$ cat src/rtl/seg7_pkg.sv
// seg7_pkg: glyph table, FSM encoding and frame width shared by the scan reader.
package seg7_pkg;
    localparam int DIGITS = 4;
    localparam logic [6:0] SEG_0 = 7'h7E;
    localparam logic [6:0] SEG_1 = 7'h30;
    localparam logic [6:0] SEG_2 = 7'h6D;
    localparam logic [6:0] SEG_3 = 7'h79;
    localparam logic [6:0] SEG_4 = 7'h33;
    localparam logic [6:0] SEG_5 = 7'h5B;
    localparam logic [6:0] SEG_6 = 7'h5F;
    localparam logic [6:0] SEG_7 = 7'h70;
    localparam logic [6:0] SEG_8 = 7'h7F;
    localparam logic [6:0] SEG_9 = 7'h7B;
    // Alternate renderings some drivers use: 7 with segment f, 9 without segment d.
    localparam logic [6:0] SEG_7_F  = 7'h72;
    localparam logic [6:0] SEG_9_ND = 7'h73;
    typedef enum logic [1:0] {SCAN, CONV, DONE} state_e;
endpackage

$ cat src/rtl/seg7_glyph_dec.sv
// seg7_glyph_dec: active-high {a..g} glyph to BCD, flagging anything that is not 0-9.
module seg7_glyph_dec
    import seg7_pkg::*;
(
    input  logic [6:0] seg_i,
    output logic       bad_o,
    output logic [3:0] bcd_o
);
    always_comb begin
        bad_o = 1'b0;
        bcd_o = 4'd0;
        case (seg_i)
            SEG_0:           bcd_o = 4'd0;
            SEG_1:           bcd_o = 4'd1;
            SEG_2:           bcd_o = 4'd2;
            SEG_3:           bcd_o = 4'd3;
            SEG_4:           bcd_o = 4'd4;
            SEG_5:           bcd_o = 4'd5;
            SEG_6:           bcd_o = 4'd6;
            SEG_7, SEG_7_F:  bcd_o = 4'd7;
            SEG_8:           bcd_o = 4'd8;
            SEG_9, SEG_9_ND: bcd_o = 4'd9;
            default:         bad_o = 1'b1;
        endcase
    end
endmodule

$ cat src/rtl/seg7_scan_reader.sv
// seg7_scan_reader: samples a multiplexed 4-digit 7-segment bus, assembles a frame
// of BCD digits and converts it to binary (0..9999).
module seg7_scan_reader
    import seg7_pkg::*;
#(
    parameter bit SEG_ACT_LOW = 1'b1,
    parameter bit EN_ACT_LOW  = 1'b0,
    parameter int SETTLE_CYC  = 8,
    parameter int TIMEOUT_CYC = 65536
) (
    input  logic        clk,
    input  logic        rst,
    input  logic [7:0]  abcdefg,
    input  logic        en0,
    input  logic        en1,
    input  logic        en2,
    input  logic        en3,
    output logic [15:0] bin,
    output logic        bin_valid,
    output logic        seg_err,
    output logic        busy
);
    localparam int SW = $clog2(SETTLE_CYC + 1);
    localparam int TW = $clog2(TIMEOUT_CYC + 1);

    logic [11:0] meta_q, sync_q;
    logic [3:0] en_n;
    logic [6:0] seg_n;
    logic unused_dp;
    logic [10:0] word_q;
    logic [SW-1:0] stab_q, stab_d;
    logic stable, cap, dec_bad, full, start, timeout;
    logic [3:0] dec_bcd;
    logic [1:0] idx, step_q, step_d;
    state_e state_q, state_d;
    logic [DIGITS-1:0][3:0] slot_q, slot_d, conv_q, conv_d;
    logic [DIGITS-1:0] bad_q, bad_d, mask_q, mask_d;
    logic [TW-1:0] to_q, to_d;
    logic [13:0] acc_q, acc_d, acc_mul;
    logic [15:0] bin_q, bin_d;

    // en_n[k] is the enable of slot k; slot 0 is the thousands digit.
    assign en_n      = EN_ACT_LOW ? ~sync_q[11:8] : sync_q[11:8];
    assign seg_n     = SEG_ACT_LOW ? ~sync_q[6:0] : sync_q[6:0];
    assign unused_dp = sync_q[7];

    // The counter passes SETTLE_CYC-1 exactly once per dwell, so each dwell samples once.
    assign stable = {en_n, seg_n} == word_q;
    assign stab_d = !stable ? '0 : (stab_q == SW'(SETTLE_CYC)) ? stab_q : stab_q + 1'b1;
    assign cap    = stable && stab_q == SW'(SETTLE_CYC - 1) && $onehot(en_n);
    assign idx    = en_n[3] ? 2'd3 : en_n[2] ? 2'd2 : en_n[1] ? 2'd1 : 2'd0;

    seg7_glyph_dec u_dec (
        .seg_i (seg_n),
        .bad_o (dec_bad),
        .bcd_o (dec_bcd)
    );

    assign full    = &mask_q;
    assign seg_err = full && |bad_q;
    assign start   = full && !(|bad_q) && state_q == SCAN;
    assign timeout = to_q == TW'(TIMEOUT_CYC);
    assign acc_mul = (acc_q << 3) + (acc_q << 1);

    always_comb begin
        slot_d  = slot_q;
        bad_d   = bad_q;
        mask_d  = (seg_err || start || timeout) ? '0 : mask_q;
        to_d    = (mask_q == '0 || cap) ? '0 : timeout ? to_q : to_q + 1'b1;
        conv_d  = start ? slot_q : conv_q;
        state_d = state_q;
        acc_d   = acc_q;
        step_d  = step_q;
        bin_d   = bin_q;
        if (cap) begin
            slot_d[idx] = dec_bcd;
            bad_d[idx]  = dec_bad;
            mask_d[idx] = 1'b1;
        end
        case (state_q)
            SCAN: if (start) begin
                state_d = CONV;
                acc_d   = '0;
                step_d  = '0;
            end
            CONV: begin
                acc_d  = acc_mul + {10'd0, conv_q[step_q]};
                step_d = step_q + 1'b1;
                if (step_q == 2'd3) begin
                    state_d = DONE;
                    bin_d   = {2'b00, acc_d};
                end
            end
            default: state_d = SCAN;
        endcase
    end

    always_ff @(posedge clk or negedge rst) begin
        if (!rst) begin
            meta_q  <= '0;
            sync_q  <= '0;
            word_q  <= '0;
            stab_q  <= '0;
            slot_q  <= '0;
            bad_q   <= '0;
            mask_q  <= '0;
            to_q    <= '0;
            conv_q  <= '0;
            state_q <= SCAN;
            acc_q   <= '0;
            step_q  <= '0;
            bin_q   <= '0;
        end else begin
            meta_q  <= {en3, en2, en1, en0, abcdefg};
            sync_q  <= meta_q;
            word_q  <= {en_n, seg_n};
            stab_q  <= stab_d;
            slot_q  <= slot_d;
            bad_q   <= bad_d;
            mask_q  <= mask_d;
            to_q    <= to_d;
            conv_q  <= conv_d;
            state_q <= state_d;
            acc_q   <= acc_d;
            step_q  <= step_d;
            bin_q   <= bin_d;
        end
    end

    assign bin       = bin_q;
    assign bin_valid = state_q == DONE;
    assign busy      = state_q != SCAN;
endmodule

$ cat config.mk
export PLATFORM = sky130hd
export DESIGN_NAME = seg7_scan_reader
export DESIGN_NICKNAME = d
export VERILOG_FILES = /design/src/rtl/seg7_pkg.sv /design/src/rtl/seg7_glyph_dec.sv /design/src/rtl/seg7_scan_reader.sv
export SDC_FILE = /design/constraint.sdc
export NUM_CORES = 1
export LEC_CHECK = 0
export ABC_AREA = 1
export CAP_MARGIN = 20
export CORE_MARGIN = 3
export CORE_UTILIZATION = 54
export CTS_CLUSTER_DIAMETER = 200
export DETAILED_ROUTE_END_ITERATION = 10
export GPL_TIMING_DRIVEN = 0
export HOLD_SLACK_MARGIN = 0.05
export PLACE_DENSITY = 0.76
export SLEW_MARGIN = 5
export SYNTH_ARGS = -nofsm -noshare
export SYNTH_HDL_FRONTEND = slang
export SYNTH_SLANG_ARGS = --single-unit
$ cat constraint.sdc
create_clock -name clk -period 2.8 [get_ports clk]
set_clock_uncertainty 0.2 [all_clocks]
set_input_delay 0.56 -clock clk [delete_from_list [all_inputs] [get_ports clk]]
set_output_delay 0.56 -clock clk [all_outputs]
set_load 0.05 [all_outputs]
; Yosys cells after proc, flatten, opt, wreduce, memory -nomap -nowiden
; Index checks and enable logic that the tools add are counted.
[totals]
register_bits = 127
word_cells = 104
out_inout_bits = 19
[classes]
n_reduce_logical = 22
n_eq_ne = 24
mux = 26
n_bitwise = 2
order_cmp = 3
add_sub_neg = 8
[ops]
columns = cell, n
row1 = $eq A7 B7 Y1 const B, 10
row2 = $pmux W4 S9, 1
row3 = $mux W17, 2
row4 = $pmux W13 S2, 1
row5 = $mux W4, 6
row6 = $add A17 B1 Y17 const B, 1
row7 = $eq A17 B17 Y1 const B, 1
row8 = $bwmux W16, 1
row9 = $add A14 B14 Y14, 1
row10 = $add A14 B4 Y14, 1
row11 = $eq A7 B6 Y1 const B, 2
row12 = $mux W13, 1
row13 = $reduce_or A12 Y1, 1
row14 = $eq A11 B11 Y1, 1
row15 = $mux W2, 5
row16 = $bmux W4 S2, 1
row17 = $demux W4 S2, 1
row18 = $pmux W2 S2, 2
row19 = $not A7 Y7, 1
row20 = $logic_and A1 B1 Y1, 6
row21 = $lt A2 B3 Y1 const B, 2
row22 = $ne A2 B2 Y1 const B, 3
row23 = $reduce_and A2 Y1, 3
row24 = $add A1 B1 Y2, 2
row25 = 22 further kinds, 29

; Logic depth before layout (Yosys ltp)
; Gate-level depths: netlist of run 1.
[logic_depth]
depth_word = 9
mapped_depth = 16
ltp_nobuf = 15

; Hierarchy
; Synthesis of run 1 repeated with hierarchy kept, for this count alone.
[hier_totals]
hier_cells = 764
hier_area_um2 = 6258.5
[modules_own_cells]
columns = module, area_per_inst_um2, instances, seq_area_each_um2, cells_each
row1 = seg7_scan_reader, 6053.3, 1, 3128.0, 718
row2 = seg7_glyph_dec, 205.2, 1, 0.0, 46

; Worst setup path after synthesis of run 1
; Ideal clock, no wire load.
[synth_timing]
path_type = register to register
from = register step_q[0]
to = register acc_q[9]
arrival_time_ns = 2.596
synth_period_minus_slack_ns = 2.862
slack_ns = -0.062
stages_incl_launch_ff = 15
n_path_buf = 1
path_cell_list = dfrtp_1 clkbuf_1 clkinv_1 nand2_1 a32o_1 fa_1 inv_1 ha_1 nand2_1 o21ai_0 nand2_1 nand2_1 xor2_1 nand2_1 nand2_1
[synth_between]
elab_chain_len = 4
[synth_rtl]
columns = item, line
row1 = start: declaration, seg7_scan_reader.sv:34  ; logic [1:0] idx, step_q, step_d;
row2 = start signal: assignment, seg7_scan_reader.sv:125  ; step_q <= step_d;
row3 = $bmux W4 S2, seg7_scan_reader.sv:87  ; acc_d = acc_mul + {10'd0, conv_q[step_q]};
row4 = $mux W4 (implied by the code), seg7_scan_reader.sv:87
row5 = $add A14 B4 Y14, seg7_scan_reader.sv:87
row6 = $pmux W13 S2, seg7_scan_reader.sv:80  ; case (state_q)
row7 = end signal: assignment, seg7_scan_reader.sv:110  ; acc_q <= '0;
row8 = end signal: assignment, seg7_scan_reader.sv:124  ; acc_q <= acc_d;
row9 = end: declaration, seg7_scan_reader.sv:39  ; logic [13:0] acc_q, acc_d, acc_mul;
; No other way between the ends. The select of a mux whose other input is x is not followed.
; A chain may end at the register's enable or synchronous reset.

; Final worst setup path of run 1
[layout_timing]
from = register step_q[0]
to = register acc_q[11]
; The elaborated chain is that of the path after synthesis.

==> metrics.txt, run 1 <==
num rows 38; number of remaining DRC errors 0; r2r setup slk -0.007 ns; Peak VDD IR approximately 490 uV; Slew @ Worst Pin between 0.6 and 0.7 ns; Area Overhead vs Synth 24.37%; Yosys top cell area share 0.4946; die width roughly 110 um; NumNets Final approximately 880; kind of end point of the critical path flip-flop; crit path max fanout 6; final std cells w/o fill 988; Die Height ~110 um; Mapped Cells around 760; library cells used by synthesis 36; grt met3 use 0.05655; Max clock buf depth 2; fill count ~870; GRT met1 Usage 0.2816; Avg Cell Area, Syn 8.289 um2; Hold WC Path Type flip-flop to flip-flop; CTS tree yes; first-pass GRT wire length 23050 um; fin crit share 1.003; fmax approximately 0.36 GHz; final hold violations 0; # Max-Cap Violations 0; DP Area roughly 6800 um2; Iter 0 DRT Violations 415; Final HPWL DP around 9500 um; fin area just under 8000 um2; flops & latches, synth between 100 and 150; clk slew on worst S/H paths 0.05 ns; htree depth 4; total number of vias 5240; Worst R2R Path Depth 14; dpl ws -0.4010 ns; gr busiest metal met2; Port Buffer Count 29; Pleak between 0.003 and 0.004 uW; CP required around 2.9 ns; drt pass-1 iters 6; Initial Util 0.5685; vias in the first global route between 5k and 6k; setup_tns -0.007186 ns; DIE AREA 13050 um2; proportion of layout cells with a drive suffix above 1 0.1710; Via density between 5 and 6; Worst Hold Launch meta_q[1]; Hold Crit Depth 0; Inserted Diodes 0; TritonCTS Sinks between 100 and 150; clock root cell clkbuf_16; total track usage 0.2228; worst r2r dst acc_q[11]; commonest non-fill, non-tap cell in the layout nand2_1; gr ovfl total 0; RSZ-0062 raised after global routing true; arrival time worst endpoint around 2.9 ns; area leader, netlist dfrtp_1; CP Class flip-flop to flip-flop; # placed instances 934; Seq/Total Area, Yosys 0.4946; worst hold slack between 0.1 and 0.15 ns; CP Launch Type flip-flop; pwr/cell area 528.3 nW/um2; core area about 11000 um2; CTS buffer count 17; outcome complete, but fails checks; Post-Syn Area between 6000 and 7000 um2; failing checks negative setup slack; Synth area leaders dfrtp_1, nand2_1, ha_1; reg2reg start step_q[0]; Synth Warn # 0; WL/cell around 14 um; Setup WS post-layout -0.007186 ns; I/O pin count 33; fin crit period about 2.8 ns; GRT met2 Usage 0.3642; Antenna Violating Nets Remaining 0; WL final between 10000 and 15000 um; final setup fails 1; pin count of the biggest net entering global routing 73; Slew HR 0.5734; most frequent cells in the layout nand2_1, dfrtp_1, inv_1, nor2_1, nand3_1; initial antenna violation count 0; Skew-Pair Late Insertion Delay roughly 0.42 ns; Final GP Congestion between 0.9 and 1; hold worst-path end sync_q[1]; Final Max Slew Viols 0
registers in the layout (all words and copies together), names as in the netlist, 4 cells and up:
signal and count:
to_q 17, conv_q 16, slot_q 16, bin 14
acc_q 13, meta_q 11, sync_q 11, word_q 11
bad_q 4, mask_q 4, stab_q 4
worst max-delay path by stage:
stage                from  slack (ns)         to
2_1_floorplan   step_q[0]        0.03  acc_q[10]
3_3_place_gp          rst       -3.71  slot_q[4]
3_5_place_dp    step_q[0]       -0.40  acc_q[10]
4_1_cts         step_q[0]       -0.02   acc_q[9]
5_1_grt        sync_q[11]       -0.15  slot_q[0]
6_report        step_q[0]      -0.007  acc_q[11]
report_power, final:
| part | switching, uW | total, uW | internal (uW) |
|---|---|---|---|
| sequential | 14.8 | 1850 | 1830 |
| clock | 793 | 2140 | 1350 |
| combinational | 106 | 169 | 62.6 |
layer usage:
layer | part of all wire | routed length, um | vias up
li1 | - | - | 2558
met1 | 0.43 | 5992 | 2504
met2 | 0.50 | 7031 | 145
met3 | 0.048 | 669 | 33
met4 | 0.024 | 339 | 0
met5 | 0 | 0 | -
critical path, cell delays in order (launching register included):
cell and delay (ns):
dfrtp_2 0.45, clkinv_4 0.09, nand2_2 0.04, a32o_2 0.26, fa_2 0.61, inv_2 0.05
ha_4 0.26, nand2_4 0.05, buf_4 0.14, nor2_2 0.09, nand3_1 0.12, nand3_1 0.11
nand2_2 0.07, nand3_2 0.07, nand2_1 0.06
cell type report:
type | instances | area, um2 | share of cell area
clock inverters | 11 | 117.6 | 0.01495
multi-input cells | 530 | 3009 | 0.3825
clock buffers | 21 | 460.4 | 0.05853
plain buffers | 16 | 115.1 | 0.01463
flip-flops and latches | 125 | 3129 | 0.3978
well taps | 140 | 175.2 | 0.02227
repair buffers | 53 | 504.2 | 0.06410
inverters | 92 | 355.3 | 0.04517
stage by stage:
| step | util | power (uW) |
|---|---|---|
| after CTS | 0.6796 | 4167 |
| after global routing | 0.7070 | 4305 |
| after floorplan | - | 1951 |
| final | 0.7070 | 4155 |
| after detailed placement | 0.6134 | 2028 |
| after global placement | 0.6108 | 2016 |
cell usage after synthesis, drive strengths merged:
master    n
xor2     18
or2       1
nand3    72
dfrtp   125
o31ai     1
conb      1
nor3b     1
nand3b    4
a32o      2
xnor2     7
clkbuf    7
a21oi    10
ha       29
buf      10
clkinv    2
nor2     98
o22ai     2
inv      90
o21bai    1
fa        3
o21ai    40
nand4    12
nand2   219
nor3      7
nor4      1
logic make-up (layout without fill, tap and decap cells):
logic type                 Yosys count  after routing  synth area share
and+or+nand+nor                    415            415            0.2819
buffers and inverters              109            193           0.07201
other                                1              2         0.0005929
DFF                                125            125            0.4946
AOI/OAI and AO/OA                   56             56           0.04946
adders and majority gates           32             32           0.06687
xor gates and xnor gates            25             25           0.03462
timing repair:
item | in CTS | in global routing
cloned | 0 | 2
pin swaps | 8 | 37
endpoints found under the hold margin | 53 | 0
resized for setup | 22 | 52
buffers inserted | 11 | 9
setup endpoints to repair | 60 | 52
hold buffers | 1 | 0
Power figures use the tool's default switching activity.
==> run 2, diff against run 1 <==
--- a/config.mk
+++ b/config.mk
@@ -5,13 +5,11 @@
 export SDC_FILE = /design/constraint.sdc
 export NUM_CORES = 1
 export LEC_CHECK = 0
-export ABC_AREA = 1
 export CAP_MARGIN = 20
 export CORE_MARGIN = 3
 export CORE_UTILIZATION = 54
 export CTS_CLUSTER_DIAMETER = 200
 export DETAILED_ROUTE_END_ITERATION = 10
-export GPL_TIMING_DRIVEN = 0
 export HOLD_SLACK_MARGIN = 0.05
 export PLACE_DENSITY = 0.76
 export SLEW_MARGIN = 5
==> metrics.txt, run 2 <==
outcome complete, but fails checks; failing checks negative setup slack; Yosys top cell area share 0.5260; vias in the first global route 4325; Area Overhead vs Synth 25.65%; gr busiest metal met2; GRT met2 Usage 0.3451; Post-synth ARST share 1.000; Seq pwr share 0.453; count leader, synth dfrtp_1; NumNets Final 625; initial antenna violation count 0; pin count of the biggest net entering global routing 45; # placed instances about 680; library cells used by synthesis 56; Slew @ Worst Pin approximately 0.8 ns; RSZ-0062 raised after global routing true; Hold WC Path Type flip-flop to flip-flop; Setup WS post-layout -0.3073 ns; Antenna Violating Nets Remaining 0; Worst Hold Launch meta_q[4]; Max clock buf depth 2; Seq/Total Area, Yosys 0.5260; Pleak 0.003561 uW; CTS buffer count 17; Iter 0 DRT Violations approximately 210; hold worst-path end sync_q[4]; Psw 916.8 uW; Avg Cell Area, Syn between 10 and 15 um2; CTS tree yes; core area roughly 11000 um2; r2r setup slk -0.31 ns; Switching Fraction 0.2239; Clk pwr share 0.513; htree depth 4; Logic pwr share 0.034; Synth area leaders dfrtp_1, ha_1, mux2_2; Final HPWL DP around 8000 um; final hold violations 0; clk slew on worst S/H paths 0.06 ns; fill count around 700; arrival time worst endpoint roughly 3.3 ns; Biggest register to_q; most frequent cells in the layout dfrtp_1, nand2_1, buf_4, nor2_1, clkdlybuf4s50_1; GRT met1 Usage 0.2783; Worst R2R Path Depth 10; Via density between 5 and 6; kind of end point of the critical path flip-flop; Inserted Diodes 0; Skew-Pair Late Insertion Delay between 0.5 and 0.6 ns; dpl ws -0.3308 ns; number of remaining DRC errors 0; fmax between 0.3 and 0.4 GHz; area leader, netlist dfrtp_1; Die Height 110.9 um; top_reg_cell synth dfrtp_1; grt met3 use 0.05568; Final GP Congestion 0.8269; TritonCTS Sinks roughly 130; Peak VDD IR ~430 uV; WL final around 13000 um; I/O pin count 33; clock root cell clkbuf_8; total track usage 0.2145; fin crit period between 3 and 4 ns; CP Class flip-flop to flip-flop; Final Max Slew Viols 0; Synth Warn # 0; CP required approximately 3 ns; DIE AREA 12310 um2; Post-Syn Area ~5900 um2; drt pass-1 iters 5; Mapped Cells between 500 and 600; proportion of layout cells with a drive suffix above 1 0.2601; final setup fails 55; internal power between 3000 and 4000 uW; # Max-Cap Violations 0; Hold Crit Depth 0; commonest non-fill, non-tap cell in the layout dfrtp_1; first-pass GRT wire length approximately 21000 um; fin crit share 1.110; reg2reg start step_q[0]; pwr/cell area ~550 nW/um2; num rows 37; Port Buffer Count 29; WL/cell around 17 um; CP Launch Type flip-flop; Initial Util 0.5659; commonest cells in the netlist dfrtp_1, nand2_1, nor2_1; Post-synth EDFFs 0; Slew HR 0.4660; Largest regs to_q (17), conv_q (16), slot_q (16); flops & latches, synth around 130; crit path max fanout 4; gr ovfl total 0; max reg flops 17; worst r2r dst acc_q[10]; final std cells w/o fill approximately 730; die width 110.9 um; total number of vias approximately 4.1k
-- run 2: cell count changes after synthesis, moves of 13 or more --
cell	change
o21ai_0	-17
nand3_1	-44
nor2_1	-53
inv_1	-62
nand2_1	-172
mux2_2	+27
nor2_2	-13
-- run 2: repair_timing --
item	in CTS	in global routing
cloned	2	0
hold buffers	1	0
hold endpoints to repair	42	0
endpoints found under the setup margin	56	60
gates resized for setup	21	11
setup buffers	7	3
pin swaps	15	11
-- run 2: cell type report --
class	count	area [um2]	area share
Sequential cell	125	3131	0.4190
Multi-Input combinational cell	341	2835	0.3794
Timing Repair Buffer	69	669.4	0.08958
Clock buffer	19	431.7	0.05777
Tap cell	136	170.2	0.02277
Clock inverter	13	141.4	0.01892
Inverter	25	93.84	0.01256
-- run 2: cells by family (layout without fill, tap and decap cells) --
logic type,after synthesis,in the layout,share of synthesized area
other cells,1,2,0.0006306
fa+ha+maj,32,32,0.07111
mux,45,45,0.09552
flops,125,125,0.5260
compound gates,67,67,0.07343
xor+xnor,33,33,0.05092
buf+inv,49,126,0.03598
simple gates,162,162,0.1464
-- run 2: routing by layer --
metal  vias to the layer above  share of wire
met1                      2095           0.44
met3                        24          0.034
li1                       1928              -
met2                        95           0.51
met4                         0          0.018
met5                         -              0
-- run 2: power by group through the flow --
| stage | logic, uW | clock network (uW) | registers (uW) |
|---|---|---|---|
| floorplan | 69.8 | 0 | 1880 |
| global placement | 130 | 0 | 1880 |
| detailed placement | 134 | 0 | 1880 |
| CTS | 140 | 2130 | 1850 |
| global route | 155 | 2220 | 1860 |
| finish | 139 | 2100 | 1850 |
-- run 2: worst max path at each step --
stage / from / end / slack [ns] / depth (start not counted)
2_1_floorplan: sync_q[9] / slot_q[0] / -0.20 / 10
3_3_place_gp: step_q[0] / bin[12] / -0.23 / 10
3_5_place_dp: step_q[0] / acc_q[12] / -0.33 / 9
4_1_cts: sync_q[11] / bad_q[1] / -0.30 / 11
5_1_grt: step_q[0] / bin[8] / -0.41 / 9
6_report: step_q[0] / acc_q[10] / -0.31 / 10
-- run 2: stage by stage --
step / total power [uW] / instance area [um2] / TNS (ns) / hold slack [ns] / util
CTS: 4121 / 7398 / -10.01 / 0.1490 / 0.7040
finish: 4095 / 7472 / -10.81 / 0.1463 / 0.7110
detailed placement: 2019 / 6669 / -7.719 / 0.1347 / 0.6346
global route: 4227 / 7472 / -17.00 / 0.1538 / 0.7110
floorplan: 1945 / 6081 / -4.670 / 0.06441 / -
global placement: 2013 / 6669 / -5.377 / 0.1320 / 0.6346
-- run 2: critical path, cell delays in order, from the launching register on --
cell,delay [ns]
dfrtp_2,0.43
mux4_2,0.53
inv_2,0.07
fa_1,0.44
fa_2,0.38
nor2b_2,0.14
o31a_1,0.29
buf_4,0.16
o31ai_2,0.06
xor2_1,0.17
o21ai_0,0.10
==> RTL change 1, RTL diff (settings of run 2) <==
`TIMEOUT_CYC`: 65536 -> 262144.
--- a/src/rtl/seg7_scan_reader.sv
+++ b/src/rtl/seg7_scan_reader.sv
@@ -7,5 +7,5 @@
     parameter bit EN_ACT_LOW  = 1'b0,
     parameter int SETTLE_CYC  = 8,
-    parameter int TIMEOUT_CYC = 65536
+    parameter int TIMEOUT_CYC = 262144
 ) (
     input  logic        clk,
Check against the original RTL: no difference found for any inputs over 10 cycles, from zero or initial values and one cycle with rst low; that may be too few to reach the edited logic, so the function may still have changed.
==> RTL change 1 against run 2 <==
The flow still finishes with violations (setup timing); global-route usage is 1.2 points lower; sequential share of layout area grew 0.50 points; count of clock-buffer cells in the layout rose by 1; total power rose by 1.5%; synthesized area fell by 0.59%; die area fell by 0.56%; critical path depth rose by 1; sequential cell count up 2; combinational power hardly changed; worst setup slack improved by 30 ps; wire length down 3.9%; final area up 0.37%; largest power group unchanged.
==> RTL change 1: results <==
synthesis:
  synth_cell_types: 56
  synth_xor_area_share_pct: 6.31
  ys_top_cells_by_area: "dfrtp_1 54%, ha_1 6.1%, nand2_1 4.3%"
  seq_area_frac_synth_pct: 53.8
  synth_warnings: 0
  synth_ff_type: "dfrtp_1"
  synth_compound_area_share_pct: 8.42
  synth_mux_area_share_pct: 5.69
  synth_edf_count: 0
  synth_commonest_cells: "127 x dfrtp_1, 67 x nand2_1, 43 x o21ai_0"
  synthArstFlopShare_pct: 100
  synth_fa_ha_area_share_pct: 7.15
placement:
  hpwlAfterDp_um: 7390
  placed_area_mm2: 0.00648
  port_buffers: 29
  gp_congestion: 0.827
clock_network:
  insertion_delay_ps: 530
  cts-htree-levels: 4
  clk_path_buf_depth: 2
  numCtsBuffers: 17
  cts_root_buf: "clkbuf_8"
  path_clk_slew_ps: 60
sta:
  worst_slack_ps: -277
  period_minus_slack_ps: 3080
  setup_viol_count_final: 36
  maxSlewHeadroom_pct: 35.5
route:
  post_drt_wl_per_cell_um: 16.2
  viasPerCell: 5.59
  totalWireLength_um: 12000
  drt_iter0_markers: 293
  dr.pass1.iters: 5
worst_setup_path:
  cp_slowest_cell: "fa_1"
  r2r_end: "acc_q[10]"
  critPathKind: "flop to flop"
  crit_fanout: 4
  critPathCapture: "acc_q[10]"
  reg2regPathDepth: 11
  startpoint: "step_q[0]"
  max_stage_delay_ps: 490
  cp_data_arrival_time_ps: 3250
global_route:
  antenna_found_initial: 0
  grt_max_degree: 46
  grt_pass1_wl_um: 19800
  grt_usage_pct: 20.2
  grt_pass1_vias: 4272
cells_and_area:
  diodes: 0
  fin_nets: 641
  final_common_cell: "dfrtp_1"
  largestRegisters: "to_q x19, conv_q x16, slot_q x16"
  drive_above_1_share_pct: 27.8
worst_hold_path:
  hold_path.class: "flop to flop"
  min_to: "sync_q[8]"
  worstHoldPathCells: 0
  hp-start: "meta_q[8]"
power_and_ir_drop:
  cellLeakagePower_nw: 3.46
  peakVddDrop_uv: 507
run_status:
  violations: "setup timing"
  outcome: "complete, but fails checks"
## RTL change 1: repair_timing
| action | CTS | global route |
|---|---|---|
| hold buffers | 1 | 0 |
| endpoints found under the setup margin | 45 | 63 |
| pin swaps | 38 | 13 |
| buffers inserted | 5 | 3 |
| gates cloned | 4 | 3 |
| hold endpoints to repair | 41 | 0 |
| resized for setup | 62 | 46 |
## RTL change 1: per-stage QoR
| step | std cells | power, mW | setup TNS [ps] | hold WS (ps) | setup WS, ps |
|---|---|---|---|---|---|
| 5_1_grt | 743 | 4.31 | -9910 | 155 | -408 |
| 3_5_place_dp | 699 | 2.04 | -4850 | 135 | -372 |
| 3_3_place_gp | 699 | 2.03 | -2300 | 132 | -267 |
| 2_1_floorplan | 535 | 1.97 | -892 | 64.4 | -183 |
| 6_report | 743 | 4.16 | -4690 | 146 | -277 |
| 4_1_cts | 740 | 4.18 | -5080 | 148 | -291 |
## RTL change 1: metal layers
metal  vias to the layer above  part of all wire [%]  track usage (%)
met4                         0                   2.5             9.11
met3                        32                   3.8             6.63
met5                         -                     0                0
li1                       1967                     -                -
met2                       103                    52             34.3
met1                      2051                    42             23.3
## RTL change 1: area by class of cell
cell class	instances	area, um2
Fill cell	703	2960
Inverter	23	86.3
Clock buffer	20	435
Sequential cell	127	3180
Clock inverter	11	141
Tap cell	136	170
Multi-Input combinational cell	362	2820
Timing Repair Buffer	64	672
## RTL change 1: power by group
| group | total, mW | switching (mW) | internal [mW] |
|---|---|---|---|
| registers | 1.88 | 0.0221 | 1.86 |
| logic | 0.139 | 0.0832 | 0.0557 |
| clock network | 2.13 | 0.767 | 1.37 |
==> RTL change 2, RTL diff (flow settings as in run 2) <==
Without the edit above. Encoding of `state_e`: now one-hot (3 bits for 3 states).
--- a/src/rtl/seg7_pkg.sv
+++ b/src/rtl/seg7_pkg.sv
@@ -15,5 +15,5 @@
     localparam logic [6:0] SEG_7_F  = 7'h72;
     localparam logic [6:0] SEG_9_ND = 7'h73;
-    typedef enum logic [1:0] {SCAN, CONV, DONE} state_e;
+    typedef enum logic [2:0] {SCAN = 3'b001, CONV = 3'b010, DONE = 3'b100} state_e;
 endpackage
 
Function: same outputs for any inputs over 10 cycles, from zero or initial values and one cycle with rst low; not proved beyond that.
==> RTL change 2 against run 2 <==
The flow still finishes with violations (setup timing); final area shrank 2.8%; sequential cell count grew 1; synthesized cell count shrank 1.6%; synthesized area shrank 1.8%; worst setup slack lost 100 ps; total power shrank 2.6%; wire length shrank 6.3%; maximum frequency shrank 3.1%; count of clock-buffer cells in the layout grew 2; die area shrank 1.7%; non-clock buffer count shrank 5; global-route usage grew 0.32 points; critical path type unchanged; critical endpoint is now acc_q[9].
==> RTL change 2: results <==
run_status:
  outcome: "complete, but fails checks"
  violations: "setup timing"
placement:
  place_inst: 679
  gp_congestion: 0.865
  hpwlAfterDp_um: 7720
worst_hold_path:
  min_to: "sync_q[3]"
  hp-start: "meta_q[3]"
power_and_ir_drop:
  peakVddDrop_uv: 512
  total_power_mw: 3.99
global_route:
  grt_pass1_vias: 4265
  grt_use_met1_pct: 27.0
  grt_pass1_wl_um: 20200
  grt_use_met3_pct: 5.36
  grt_usage_pct: 21.8
  use_met2_pct: 37.1
worst_setup_path:
  reg2regPathDepth: 11
  crit_fanout: 3
  critPathCapture: "acc_q[9]"
clock_network:
  ctsResizeCount: 37
  path_clk_slew_ps: 60
route:
  dr_total_vias: 3975
  dr.pass1.iters: 4
  top_layer: "met4"
  drt_iter0_markers: 170
  met1_length_um: 5010
  route.met3.wl_um: 379
  totalWireLength_um: 11700
synthesis:
  ys_top_cells_by_area: "dfrtp_1 54%, mux2_2 6.4%, ha_1 6.2%"
  synth_cell_types: 53
  seq_area_frac_synth_pct: 54.0
  synth_commonest_cells: "125 x dfrtp_1, 48 x nand2_1, 37 x nor2_1"
sta:
  maxSlewHeadroom_pct: 49.0
  setup_viol_count_final: 32
  worst_slack_ps: -407
  tns_ps: -5820
cells_and_area:
  drive_above_1_share_pct: 25.8
  fin_nets: 614
  n_fill_cell: 734
  final_cells: 717
==> RTL change 2: changes by cell type after synthesis, sizes merged, moves of 5 or more <==
cell,delta
xor2,+5
o22ai,+10
and3,-7
nor2,+6
nand3,-16
nand4,-5
==> RTL change 2: cells by family after synthesis <==
| logic type | count (synthesis) | share of synthesized area [%] |
|---|---|---|
| AOI/OAI and AO/OA | 69 | 7.33 |
| and+or+nand+nor | 144 | 12.0 |
| xor gates and xnor gates | 39 | 5.85 |
| muxes | 47 | 10.1 |
| adders and majority gates | 32 | 7.24 |
| buffers and inverters | 48 | 3.41 |
| other | 1 | 0.0642 |
| DFF | 126 | 54.0 |
==> RTL change 2: worst register-to-register path, cell delays in order (launching register included) <==
cell,delay [ps]
dfrtp_1,420
mux4_2,530
inv_2,70
fa_2,460
inv_2,90
ha_4,200
a211o_1,320
and2_4,180
nor4_4,180
nor2_1,90
xnor2_1,210
o22ai_1,110
==> RTL change 2: stage by stage <==
step / hold WS, ps / util (%) / setup slack, ps / area, um2
after floorplan: 64.4 / - / -270 / 5920
after global placement: 131 / 62.4 / -362 / 6500
after detailed placement: 135 / 62.4 / -392 / 6500
after CTS: 148 / 69.1 / -378 / 7200
after global routing: 156 / 69.7 / -514 / 7260
final: 146 / 69.7 / -407 / 7260
==> RTL change 2: cell type report <==
class | instances | share of cell area [%]
flip-flops and latches | 126 | 43.4
multi-input cells | 333 | 37.4
repair buffers | 64 | 8.06
clock buffers | 21 | 6.18
well taps | 136 | 2.34
inverters | 26 | 1.34
clock inverters | 11 | 1.27
==> RTL change 2: report_power, final <==
part           leakage (nW)  internal, mW  total [mW]  switching (mW)
Sequential             1.68          1.85        1.87          0.0235
Combinational          1.46        0.0543       0.135          0.0804
Clock                 0.267          1.21        1.98           0.769
